[config.mk]
export PLATFORM = sky130hd
export DESIGN_NAME = rs_latch_driver
export DESIGN_NICKNAME = d
export VERILOG_FILES = /design/src/rtl/rs_latch_driver.sv
export SDC_FILE = /design/constraint.sdc
export NUM_CORES = 1
export LEC_CHECK = 0
export CORE_UTILIZATION = 55
export DETAILED_ROUTE_END_ITERATION = 12
export GPL_ROUTABILITY_DRIVEN = 0
export PLACE_DENSITY = 0.81
export SETUP_SLACK_MARGIN = 0.3
export SKIP_CTS_REPAIR_TIMING = 1
export SLEW_MARGIN = 25
export SYNTH_ARGS = -nofsm -noshare
export SYNTH_HDL_FRONTEND = slang
export SYNTH_SLANG_ARGS = --single-unit
[constraint.sdc]
create_clock -name CLK -period 4.5 [get_ports CLK]
set_input_delay 1.35 -clock CLK [delete_from_list [all_inputs] [get_ports CLK]]
set_output_delay 1.35 -clock CLK [all_outputs]
set_load 0.1 [all_outputs]
[src/rtl/rs_latch_driver.sv]
// Drives the S/R inputs of an asynchronous NOR set/reset latch with a timed,
// non-overlapping pulse, then confirms the result through a synchronized readback.
module rs_latch_driver #(
    parameter int PULSE_W = 3,
    parameter int GAP_W   = 2,
    parameter int TIMEOUT = 16
) (
    input  logic CLK,
    input  logic RST_L,
    input  logic REQ_VALID,
    input  logic REQ_VAL,
    output logic REQ_READY,
    output logic S,
    output logic R,
    input  logic Q_IN,
    output logic Q_SYNC,
    output logic DONE,
    output logic ERR
);

    localparam int CNT_MAX_PG = (PULSE_W > GAP_W) ? PULSE_W : GAP_W;
    localparam int CNT_MAX    = (CNT_MAX_PG > TIMEOUT) ? CNT_MAX_PG : TIMEOUT;
    localparam int CNT_W      = $clog2(CNT_MAX + 1);

    // INIT_PULSE spends its first cycle raising R, so it counts one further.
    localparam logic [CNT_W-1:0] INIT_PULSE_LAST = CNT_W'(PULSE_W);
    localparam logic [CNT_W-1:0] PULSE_LAST      = CNT_W'(PULSE_W - 1);
    localparam logic [CNT_W-1:0] GAP_LAST        = CNT_W'(GAP_W - 1);
    localparam logic [CNT_W-1:0] TIMEOUT_LAST    = CNT_W'(TIMEOUT - 1);

    localparam logic [2:0] ST_INIT_PULSE = 3'd0;
    localparam logic [2:0] ST_INIT_GAP   = 3'd1;
    localparam logic [2:0] ST_INIT_CHECK = 3'd2;
    localparam logic [2:0] ST_IDLE       = 3'd3;
    localparam logic [2:0] ST_PULSE      = 3'd4;
    localparam logic [2:0] ST_GAP        = 3'd5;
    localparam logic [2:0] ST_CHECK      = 3'd6;

    logic [2:0]       state;
    logic [CNT_W-1:0] cnt;
    logic             target;
    logic             q_meta;

    // NOTE: every register, including both synchronizer flops, is reset so a
    // stale readback from before reset can never be mistaken for a match.
    always_ff @(posedge CLK) begin
        if (!RST_L) begin
            state     <= ST_INIT_PULSE;
            cnt       <= '0;
            target    <= 1'b0;
            S         <= 1'b0;
            R         <= 1'b0;
            REQ_READY <= 1'b0;
            DONE      <= 1'b0;
            ERR       <= 1'b0;
            q_meta    <= 1'b0;
            Q_SYNC    <= 1'b0;
        end else begin
            q_meta <= Q_IN;
            Q_SYNC <= q_meta;
            DONE   <= 1'b0;
            ERR    <= 1'b0;

            case (state)
                ST_INIT_PULSE: begin
                    if (cnt == INIT_PULSE_LAST) begin
                        R     <= 1'b0;
                        cnt   <= '0;
                        state <= ST_INIT_GAP;
                    end else begin
                        R   <= 1'b1;
                        cnt <= cnt + 1'b1;
                    end
                end

                ST_INIT_GAP: begin
                    if (cnt == GAP_LAST) begin
                        cnt    <= '0;
                        target <= 1'b0;
                        state  <= ST_INIT_CHECK;
                    end else begin
                        cnt <= cnt + 1'b1;
                    end
                end

                ST_INIT_CHECK, ST_CHECK: begin
                    if (Q_SYNC == target) begin
                        state     <= ST_IDLE;
                        REQ_READY <= 1'b1;
                        DONE      <= (state == ST_CHECK);
                    end else if (cnt == TIMEOUT_LAST) begin
                        state     <= ST_IDLE;
                        REQ_READY <= 1'b1;
                        ERR       <= 1'b1;
                    end else begin
                        cnt <= cnt + 1'b1;
                    end
                end

                ST_IDLE: begin
                    if (REQ_VALID && REQ_READY) begin
                        target    <= REQ_VAL;
                        S         <= REQ_VAL;
                        R         <= ~REQ_VAL;
                        REQ_READY <= 1'b0;
                        cnt       <= '0;
                        state     <= ST_PULSE;
                    end
                end

                ST_PULSE: begin
                    if (cnt == PULSE_LAST) begin
                        S     <= 1'b0;
                        R     <= 1'b0;
                        cnt   <= '0;
                        state <= ST_GAP;
                    end else begin
                        cnt <= cnt + 1'b1;
                    end
                end

                ST_GAP: begin
                    if (cnt == GAP_LAST) begin
                        cnt   <= '0;
                        state <= ST_CHECK;
                    end else begin
                        cnt <= cnt + 1'b1;
                    end
                end

                default: begin
                    S         <= 1'b0;
                    R         <= 1'b0;
                    REQ_READY <= 1'b0;
                    cnt       <= '0;
                    state     <= ST_INIT_PULSE;
                end
            endcase
        end
    end

endmodule

==> metrics.txt, run 1 <==
outcome finished clean; CTS sink cnt 16; Tightest Pin Transition 961 ps; antenna violations before repair 0; signed area change from the synthesized netlist to the final layout 14.9%; Worst Hold Margin 446 ps; io pins 11; crit-path max FO 5; timing-limited maximum frequency 316 MHz; PD cells 453 nW/um^2; Synth top area share 37.4%; crit path cell chain clkdlybuf4s50_1; warnings from Yosys 0; starting DRC count in detailed routing 10; largest clock skew in the final design 15.4 ps; Mapped Avg Cell Area 8.75 sq um; fraction of final layout cells sized beyond drive strength 1 9.26%; insertion delay of the later-clocked pin in the worst-skew pair 280 ps; detailed-route wire length per cell 12.7 microns; overall track demand over capacity in global routing 18.9%; wire length of the first global-routing pass 2580 microns; number of input and output port buffers inserted 10; area of combinational cells with multiple inputs 490 sq um; number of endpoints with negative hold slack in the final report 0; vertical extent of the die 41.5 microns; buffering stage count on the worst path with inverters included 1; async set-or-reset flop fraction in the synthesized netlist 0%; category of the worst setup path launch point register; Seq/Total Area, Yosys 37.4%; TritonCTS buffer count 3; Reg clk slew, reported paths 80 ps; Worst Hold Class register to register; maximum capacitance violations 0; count of nets left with antenna violations after detail routing 0; arrival time reported for the critical path endpoint 1820 ps; Root Buffer sky130_fd_sc_hd__clkbuf_4; WP data required 3150 ps; total number of vias 717; overflow left after global routing 0; Static Leak 0.000380 uW; setup violators final 0; number of global-route vias before repair 591; Max Transition Viols Final 0; cell taking the most area after synthesis sky130_fd_sc_hd__dfxtp_1; number of vias per cell 5.83; sort of element at the end of the critical path output port; Gate Count Post-Synth 98; Netlist cell types 38; final worst path period share 70.3%; Clock Path Buffers 2; max incr delay on CP 1150 ps; worst voltage drop across the vdd grid 0.287 mV; TNS Setup 0 ps; area of the die 1720 sq um; clock tree from TritonCTS done; Remaining DRCs 0; setup repair after global routing missed its margin false; area of the mapped netlist 857 sq um; shortest clock period the worst path allows after layout 3170 ps; pin count of the biggest net entering global routing 18; Starting Density 62.7%; area of all sequential standard cells 320 sq um; most common library cells after synthesis 16 x sky130_fd_sc_hd__dfxtp_1, 11 x sky130_fd_sc_hd__nand2_1, 7 x sky130_fd_sc_hd__nor2_1; critical path class register to output port; layout net count 118; number of cell rows 13; Die Span X 41.5 microns; flip-flop and latch count after synthesis 16; ANT cells 0; relative max-transition margin 35.8%; Largest delay share family, worst path buffers and inverters; CORE AREA 1370 sq um; final WL 1570 microns; top cells by area, synth sky130_fd_sc_hd__dfxtp_1 37%, sky130_fd_sc_hd__ha_1 5.8%, sky130_fd_sc_hd__nand2_1 4.8%; count leader, synth sky130_fd_sc_hd__dfxtp_1; EDFF count, synth 0; total nets after synthesis 107; total iterations of the first detailed-routing run 4; Max stage delay cell, worst path sky130_fd_sc_hd__clkdlybuf4s50_1; HPWL after DPL 1110 microns; most common flop cell mapped by yosys sky130_fd_sc_hd__dfxtp_1; H-tree lvl count 1; number of filler cells placed in the layout 122
[through the flow]
step                      instance area, sq um  setup WS, ps  instances  total power [uW]  util (%)
after floorplan                            857          2180         98               321         -
after global placement                     948          1650        119               351      69.4
after detailed placement                   948          1640        119               353      69.4
after CTS                                  985          1320        123               448      72.1
after global routing                       985          1270        123               469      72.1
final                                      985          1330        123               446      72.1
[logic make-up (layout without fill, tap and decap cells)]
| group | Yosys count | after routing | share of synthesized area (%) |
|---|---|---|---|
| and+or+nand+nor | 41 | 41 | 26.6 |
| AOI/OAI and AO/OA | 26 | 26 | 22.0 |
| DFF | 16 | 16 | 37.4 |
| buffers and inverters | 9 | 19 | 5.40 |
| adders and majority gates | 4 | 4 | 5.84 |
| xor gates and xnor gates | 1 | 1 | 1.02 |
| muxes | 1 | 1 | 1.75 |
[where the power goes]
| group | internal, uW | total, uW | switching (uW) |
|---|---|---|---|
| clock network | 49.1 | 93.5 | 44.4 |
| logic | 62.5 | 166 | 104 |
| registers | 161 | 186 | 25.1 |
| total | 272 | 446 | 173 |
[state kept, by name, indices dropped and copies added, names as in the netlist]
signal / cells
ERR: 1
target: 1
Q_SYNC: 1
R: 1
q_meta: 1
S: 1
cnt: 5
REQ_READY: 1
DONE: 1
state: 3
[layout by cell type, fill, tap and decap left out, types with 2 or more instances in the layout]
cell,n
sky130_fd_sc_hd__a21boi_0,3
sky130_fd_sc_hd__a21oi_1,4
sky130_fd_sc_hd__and2_1,4
sky130_fd_sc_hd__and3_1,4
sky130_fd_sc_hd__clkbuf_4,3
sky130_fd_sc_hd__clkdlybuf4s50_1,10
sky130_fd_sc_hd__dfxtp_1,16
sky130_fd_sc_hd__ha_1,4
sky130_fd_sc_hd__inv_1,5
sky130_fd_sc_hd__nand2_1,11
sky130_fd_sc_hd__nand3_1,2
sky130_fd_sc_hd__nand4_1,2
sky130_fd_sc_hd__nor2_1,7
sky130_fd_sc_hd__nor2b_1,3
sky130_fd_sc_hd__o21a_1,2
sky130_fd_sc_hd__o21ai_0,5
sky130_fd_sc_hd__o22ai_1,3
[metal layers]
| layer | track usage, % | part of all wire (%) | vias up |
|---|---|---|---|
| met3 | 2.61 | 3.8 | 2 |
| met1 | 28.1 | 54 | 329 |
| met5 | 0 | 0 | - |
| met4 | 8.39 | 0.89 | 0 |
| met2 | 26.9 | 42 | 18 |
| li1 | - | - | 368 |
[worst paths after layout]
kind	depth (start not counted)	from	slack, ps	endpoint
worst max-delay path	1	REQ_READY$_SDFFE_PN0P_	1330	REQ_READY
worst min-delay path	1	q_meta$_SDFF_PN0_	450	Q_SYNC$_SDFF_PN0_
worst min register to register	1	q_meta$_SDFF_PN0_	450	Q_SYNC$_SDFF_PN0_
worst max register to register	7	cnt[0]$_SDFFE_PN0P_	2460	cnt[3]$_SDFFE_PN0P_
[layout make-up]
| class | count | area share, % |
|---|---|---|
| clock buffers | 4 | 3.68 |
| inverters | 5 | 1.91 |
| multi-input cells | 73 | 49.8 |
| well taps | 15 | 1.91 |
| repair buffers | 10 | 10.2 |
| flip-flops and latches | 16 | 32.5 |
Power figures use the tool's default switching activity.
==> inputs of run 2 (changes only) <==
--- a/config.mk
+++ b/config.mk
@@ -5,10 +5,10 @@
 export SDC_FILE = /design/constraint.sdc
 export NUM_CORES = 1
 export LEC_CHECK = 0
-export CORE_UTILIZATION = 55
+export CORE_UTILIZATION = 52
 export DETAILED_ROUTE_END_ITERATION = 12
 export GPL_ROUTABILITY_DRIVEN = 0
-export PLACE_DENSITY = 0.81
+export PLACE_DENSITY = 0.78
 export SETUP_SLACK_MARGIN = 0.3
 export SKIP_CTS_REPAIR_TIMING = 1
 export SLEW_MARGIN = 25
==> constraint.sdc (replaced) <==
create_clock -name CLK -period 3.23 [get_ports CLK]
set_input_delay 0.969 -clock CLK [delete_from_list [all_inputs] [get_ports CLK]]
set_output_delay 0.969 -clock CLK [all_outputs]
set_load 0.1 [all_outputs]
==> metrics.txt, run 2 (same netlist as run 1, synthesis figures left out) <==
antenna violations before repair 0 (unchanged); Max Transition Viols Final 0 (unchanged); Die Span X 42.6 microns (was 41.5 microns); Starting Density 56.2% (was 62.7%); CTS sink cnt 16 (unchanged); crit-path max FO 7 (was 5); layout net count 118 (unchanged); Root Buffer sky130_fd_sc_hd__clkbuf_4 (unchanged); shortest clock period the worst path allows after layout 2130 ps; number of filler cells placed in the layout 131 (was 122); CORE AREA 1520 sq um (was 1370 sq um); vertical extent of the die 42.6 microns (was 41.5 microns); highest-count cells in the layout ignoring fill and taps 16 x sky130_fd_sc_hd__dfxtp_1, 11 x sky130_fd_sc_hd__nand2_1, 7 x sky130_fd_sc_hd__nor2_1, 6 x sky130_fd_sc_hd__buf_4 (was 16 x sky130_fd_sc_hd__dfxtp_1, 11 x sky130_fd_sc_hd__nand2_1, 10 x sky130_fd_sc_hd__clkdlybuf4s50_1, 7 x sky130_fd_sc_hd__nor2_1); overall track demand over capacity in global routing 20.8% (was 18.9%); maximum capacitance violations 0 (unchanged); Worst Hold Class register to register (unchanged); arrival time reported for the critical path endpoint 2310 ps (was 1820 ps); number of global-route vias before repair 649 (was 591); timing-limited maximum frequency 470 MHz; ANT cells 0 (unchanged); category of the worst setup path launch point primary input (was register); H-tree lvl count 1 (unchanged); routed metal-1 wirelength 803 microns (was 842 microns); area of the die 1810 sq um (was 1720 sq um); most common cell after layout, fill and taps aside sky130_fd_sc_hd__dfxtp_1 (unchanged); overflow left after global routing 0 (unchanged); clock tree from TritonCTS done (unchanged); io pins 11 (unchanged); total number of vias 726 (was 717); final worst path period share 65.9%; final WL 1630 microns (was 1570 microns); critical path class primary input to register (was register to output port); setup slack on the worst flop-to-flop path 1240 ps (was 2460 ps); TritonCTS buffer count 3 (unchanged); relative max-transition margin 60.5% (was 35.8%); hold depth 1 (unchanged); registers with the most flip-flops cnt (5), state (3) (unchanged); Critical R2R Capture cnt[3]$_SDFFE_PN0P_ (unchanged); worst voltage drop across the vdd grid 0.455 mV (was 0.287 mV); insertion delay of the later-clocked pin in the worst-skew pair 290 ps (was 280 ps); wire length of the first global-routing pass 2780 microns (was 2580 microns); Remaining DRCs 0 (unchanged); TNS Setup 0 ps (unchanged); largest clock skew in the final design 1.23 ps (was 15.4 ps); start point of the worst min-delay path q_meta$_SDFF_PN0_ (unchanged); R2R cell count 7 (unchanged); Static Leak 0.000391 uW (was 0.000380 uW); core utilization of the finished layout 63.7% (was 72.1%); uppermost metal layer occupied by signal nets met4 (unchanged); Design Power 625 uW (was 446 uW); fin cells 124 (was 123); total iterations of the first detailed-routing run 4 (unchanged); total length of routed met3 wires 90 microns (was 59 microns); count of nets left with antenna violations after detail routing 0 (unchanged); signed area change from the synthesized netlist to the final layout 13.3% (was 14.9%); setup repair after global routing missed its margin false (unchanged); PD cells 643 nW/um^2 (was 453 nW/um^2); setup violators final 0 (unchanged); length of routed met2 wiring 713 microns (was 651 microns); Tightest Pin Transition 590 ps (was 961 ps); WP data required 3420 ps (was 3150 ps); reg2reg start cnt[0]$_SDFFE_PN0P_ (unchanged); number of endpoints with negative hold slack in the final report 0 (unchanged); Placed Cells incl. Taps 120 (was 119); number of cell rows 14 (was 13); detailed-route wire length per cell 13.1 microns (was 12.7 microns); HPWL after DPL 1210 microns (was 1110 microns); Reg clk slew, reported paths 90 ps (was 80 ps); starting DRC count in detailed routing 13 (was 10); pin count of the biggest net entering global routing 18 (unchanged); sort of element at the end of the critical path register (was output port); flip-flop count of the largest register, all copies and words added 5 (unchanged); register with the most flip-flops cnt (unchanged); hold-critical path endpoint Q_SYNC$_SDFF_PN0_ (unchanged); outcome finished clean (unchanged); fraction of final layout cells sized beyond drive strength 1 14.8% (was 9.26%); number of vias per cell 5.85 (was 5.83); Clock Path Buffers 2 (unchanged); number of input and output port buffers inserted 10 (unchanged)
-- run 2: changes by cell type in the layout (fill, tap and decap cells not counted), sizes merged --
cell,change
buf,+6
clkdlybuf4s50,-6
-- run 2: report_power, final --
group	total (uW)	leakage (uW)	internal (uW)	switching, uW
Sequential	260	0.000130	224	35.9
Combinational	232	0.000239	84.7	147
Clock	132	0.0000210	68.8	63.7
Total	625	0.000391	378	247
-- run 2: area by class of cell --
cell class,count,area (sq um),area share (%)
sequential,16,320,33.0
timing repair buffer,10,85.1,8.76
clock buffer,4,36.3,3.74
multi-input combinational,73,490,50.5
inverter,5,18.8,1.93
tap,16,20.0,2.06
-- run 2: worst max path at each step --
stage | start | endpoint | slack (ps) | cells past startpoint
2_1_floorplan | Q_SYNC$_SDFF_PN0_ | cnt[3]$_SDFFE_PN0P_ | 1240 | 5
3_3_place_gp | REQ_VALID | cnt[3]$_SDFFE_PN0P_ | 850 | 6
3_5_place_dp | REQ_VALID | cnt[3]$_SDFFE_PN0P_ | 800 | 6
4_1_cts | REQ_VALID | cnt[3]$_SDFFE_PN0P_ | 1120 | 6
5_1_grt | REQ_VALID | cnt[3]$_SDFFE_PN0P_ | 990 | 6
6_report | REQ_VALID | cnt[3]$_SDFFE_PN0P_ | 1100 | 6
-- run 2: layer usage --
metal	global-route usage (%)	up-vias
li1	-	368
met1	27.5	329
met2	30.8	26
met3	7.76	3
met4	7.50	0
met5	0	-
-- run 2: critical path, stage by stage --
cell and delay [ps]:
sky130_fd_sc_hd__clkdlybuf4s50_1 470, sky130_fd_sc_hd__a21oi_1 80, sky130_fd_sc_hd__nand2_1 120, sky130_fd_sc_hd__o31a_1 340
sky130_fd_sc_hd__a2bb2oi_1 250, sky130_fd_sc_hd__o31ai_2 80
-- run 2: stage by stage --
| stage | hold WS (ps) | worst slack (ps) | area, sq um |
|---|---|---|---|
| after floorplan | 412 | 1240 | 857 |
| after global placement | 415 | 848 | 935 |
| after detailed placement | 421 | 803 | 935 |
| after CTS | 442 | 1120 | 971 |
| after global routing | 470 | 987 | 971 |
| final | 440 | 1100 | 971 |
==> inputs of run 3 (changes only) <==
==> constraint.sdc (replaced) <==
create_clock -name CLK -period 2.2 [get_ports CLK]
set_input_delay 0.66 -clock CLK [delete_from_list [all_inputs] [get_ports CLK]]
set_output_delay 0.66 -clock CLK [all_outputs]
set_load 0.1 [all_outputs]
==> metrics.txt, run 3 (same netlist as run 1, synthesis figures left out) <==
H-tree lvl count 1 (unchanged); Reg clk slew, reported paths 90 ps (about the same); wire length of the first global-routing pass 2930 microns (was 2780 microns); timing-limited maximum frequency 556 MHz; shortest clock period the worst path allows after layout 1800 ps; Placed Cells incl. Taps 122 (was 120); io pins 11 (unchanged); worst voltage drop across the vdd grid 0.691 mV (was 0.455 mV); Tightest Pin Transition 431 ps (was 590 ps); highest-count cells in the layout ignoring fill and taps 12 x sky130_fd_sc_hd__dfxtp_1, 11 x sky130_fd_sc_hd__nand2_1, 9 x sky130_fd_sc_hd__buf_4, 6 x sky130_fd_sc_hd__nor2_1 (was 16 x sky130_fd_sc_hd__dfxtp_1, 11 x sky130_fd_sc_hd__nand2_1, 7 x sky130_fd_sc_hd__nor2_1, 6 x sky130_fd_sc_hd__buf_4); number of vias per cell 5.76 (was 5.85); Design Power 935 uW (was 625 uW); area of the die 1810 sq um (unchanged); WP data required 2390 ps (was 3420 ps); Remaining DRCs 0 (unchanged); final worst path period share 81.7%; setup repair after global routing missed its margin false (unchanged); TNS Setup 0 ps (unchanged); Starting Density 56.2% (unchanged); total number of vias 731 (was 726); number of filler cells placed in the layout 140 (was 131); start point of the worst min-delay path q_meta$_SDFF_PN0_ (unchanged); number of global-route vias before repair 661 (was 649); Worst Hold Class register to register (unchanged); R2R cell count 8 (was 7); antenna violations before repair 0 (unchanged); Critical R2R Capture cnt[2]$_SDFFE_PN0P_ (was cnt[3]$_SDFFE_PN0P_); Max Transition Viols Final 0 (unchanged); number of endpoints with negative hold slack in the final report 0 (unchanged); clock tree from TritonCTS done (unchanged); category of the worst setup path launch point register (was primary input); Static Leak 0.000404 uW (was 0.000391 uW); overall track demand over capacity in global routing 21.4% (was 20.8%); Worst Hold Margin 442 ps (was 440 ps); layout net count 121 (was 118); total iterations of the first detailed-routing run 4 (unchanged); most common cell after layout, fill and taps aside sky130_fd_sc_hd__dfxtp_1 (unchanged); sort of element at the end of the critical path register (unchanged); Die Span X 42.6 microns (unchanged); Root Buffer sky130_fd_sc_hd__clkbuf_4 (unchanged); TritonCTS buffer count 3 (unchanged); detailed-route wire length per cell 13.2 microns (was 13.1 microns); flip-flop count of the largest register, all copies and words added 5 (unchanged); CORE AREA 1520 sq um (unchanged); relative max-transition margin 71.0% (was 60.5%); HPWL after DPL 1250 microns (was 1210 microns); setup slack on the worst flop-to-flop path 400 ps (was 1240 ps); registers with the most flip-flops cnt (5), state (3) (unchanged); critical path class register to register (was primary input to register); CTS sink cnt 16 (unchanged); crit-path max FO 5 (was 7); ANT cells 0 (unchanged); signed area change from the synthesized netlist to the final layout 18.1% (was 13.3%); pin count of the biggest net entering global routing 13 (was 18); number of cell rows 14 (unchanged); starting DRC count in detailed routing 9 (was 13); fraction of final layout cells sized beyond drive strength 1 23.4% (was 14.8%); DP Worst Slack 73.5 ps (was 803 ps); Clock Path Buffers 2 (unchanged); fin cells 127 (was 124); outcome finished clean (unchanged); final WL 1680 microns (was 1630 microns); register with the most flip-flops cnt (unchanged); vertical extent of the die 42.6 microns (unchanged); number of input and output port buffers inserted 10 (unchanged); hold-critical path endpoint Q_SYNC$_SDFF_PN0_ (unchanged); reg2reg start cnt[1]$_SDFFE_PN0P_ (was cnt[0]$_SDFFE_PN0P_); overflow left after global routing 0 (unchanged); insertion delay of the later-clocked pin in the worst-skew pair 290 ps (about the same); count of nets left with antenna violations after detail routing 0 (unchanged); arrival time reported for the critical path endpoint 1980 ps (was 2310 ps); setup violators final 0 (unchanged); hold depth 1 (unchanged); maximum capacitance violations 0 (unchanged); PD cells 923 nW/um^2 (was 643 nW/um^2); largest clock skew in the final design 1.39 ps (was 1.23 ps); worst path setup slack after routing 402 ps (was 1100 ps)
-- run 3: where the power goes --
group | leakage, uW | internal [uW] | switching, uW
clock network | 0.0000210 | 101 | 92.0
registers | 0.000132 | 336 | 54.1
logic | 0.000251 | 133 | 219
total | 0.000404 | 570 | 365
-- run 3: worst max path at each step --
stage | depth (start not counted) | startpoint | end | slack, ps
2_1_floorplan | 7 | cnt[0]$_SDFFE_PN0P_ | cnt[3]$_SDFFE_PN0P_ | 440
3_3_place_gp | 6 | REQ_VALID | cnt[3]$_SDFFE_PN0P_ | 130
3_5_place_dp | 6 | REQ_VALID | cnt[3]$_SDFFE_PN0P_ | 70
4_1_cts | 7 | cnt[0]$_SDFFE_PN0P_ | cnt[3]$_SDFFE_PN0P_ | 240
5_1_grt | 7 | cnt[0]$_SDFFE_PN0P_ | cnt[3]$_SDFFE_PN0P_ | 310
6_report | 8 | cnt[1]$_SDFFE_PN0P_ | cnt[2]$_SDFFE_PN0P_ | 400
-- run 3: layout make-up --
type / count / area (sq um) / area share [%]
Multi-Input combinational cell: 73 / 502 / 49.6
Sequential cell: 16 / 328 / 32.4
Timing Repair Buffer: 13 / 108 / 10.6
Clock buffer: 4 / 36.3 / 3.58
Tap cell: 16 / 20.0 / 1.98
Inverter: 5 / 18.8 / 1.85
-- run 3: stage by stage --
step,cell area [sq um],utilization [%]
6_report,1010,66.4
2_1_floorplan,860,-
3_3_place_gp,952,62.5
3_5_place_dp,952,62.5
4_1_cts,988,64.9
5_1_grt,1010,66.4
-- run 3: critical path, cell delays in order, from the launching register on --
cell and delay [ps]:
sky130_fd_sc_hd__dfxtp_2 380, sky130_fd_sc_hd__ha_2 200, sky130_fd_sc_hd__and3_1 160, sky130_fd_sc_hd__ha_1 180, sky130_fd_sc_hd__nor2_2 60, sky130_fd_sc_hd__o31a_1 390
sky130_fd_sc_hd__buf_4 180, sky130_fd_sc_hd__nand4_1 80, sky130_fd_sc_hd__o21ai_1 70
-- run 3: metal layers --
metal	GRT usage, %	routed length, microns	part of all wire, %
met2	32.6	795	47
met3	7.76	55	3.3
met4	3.75	0	0
met1	29.4	827	49
met5	0	0	0
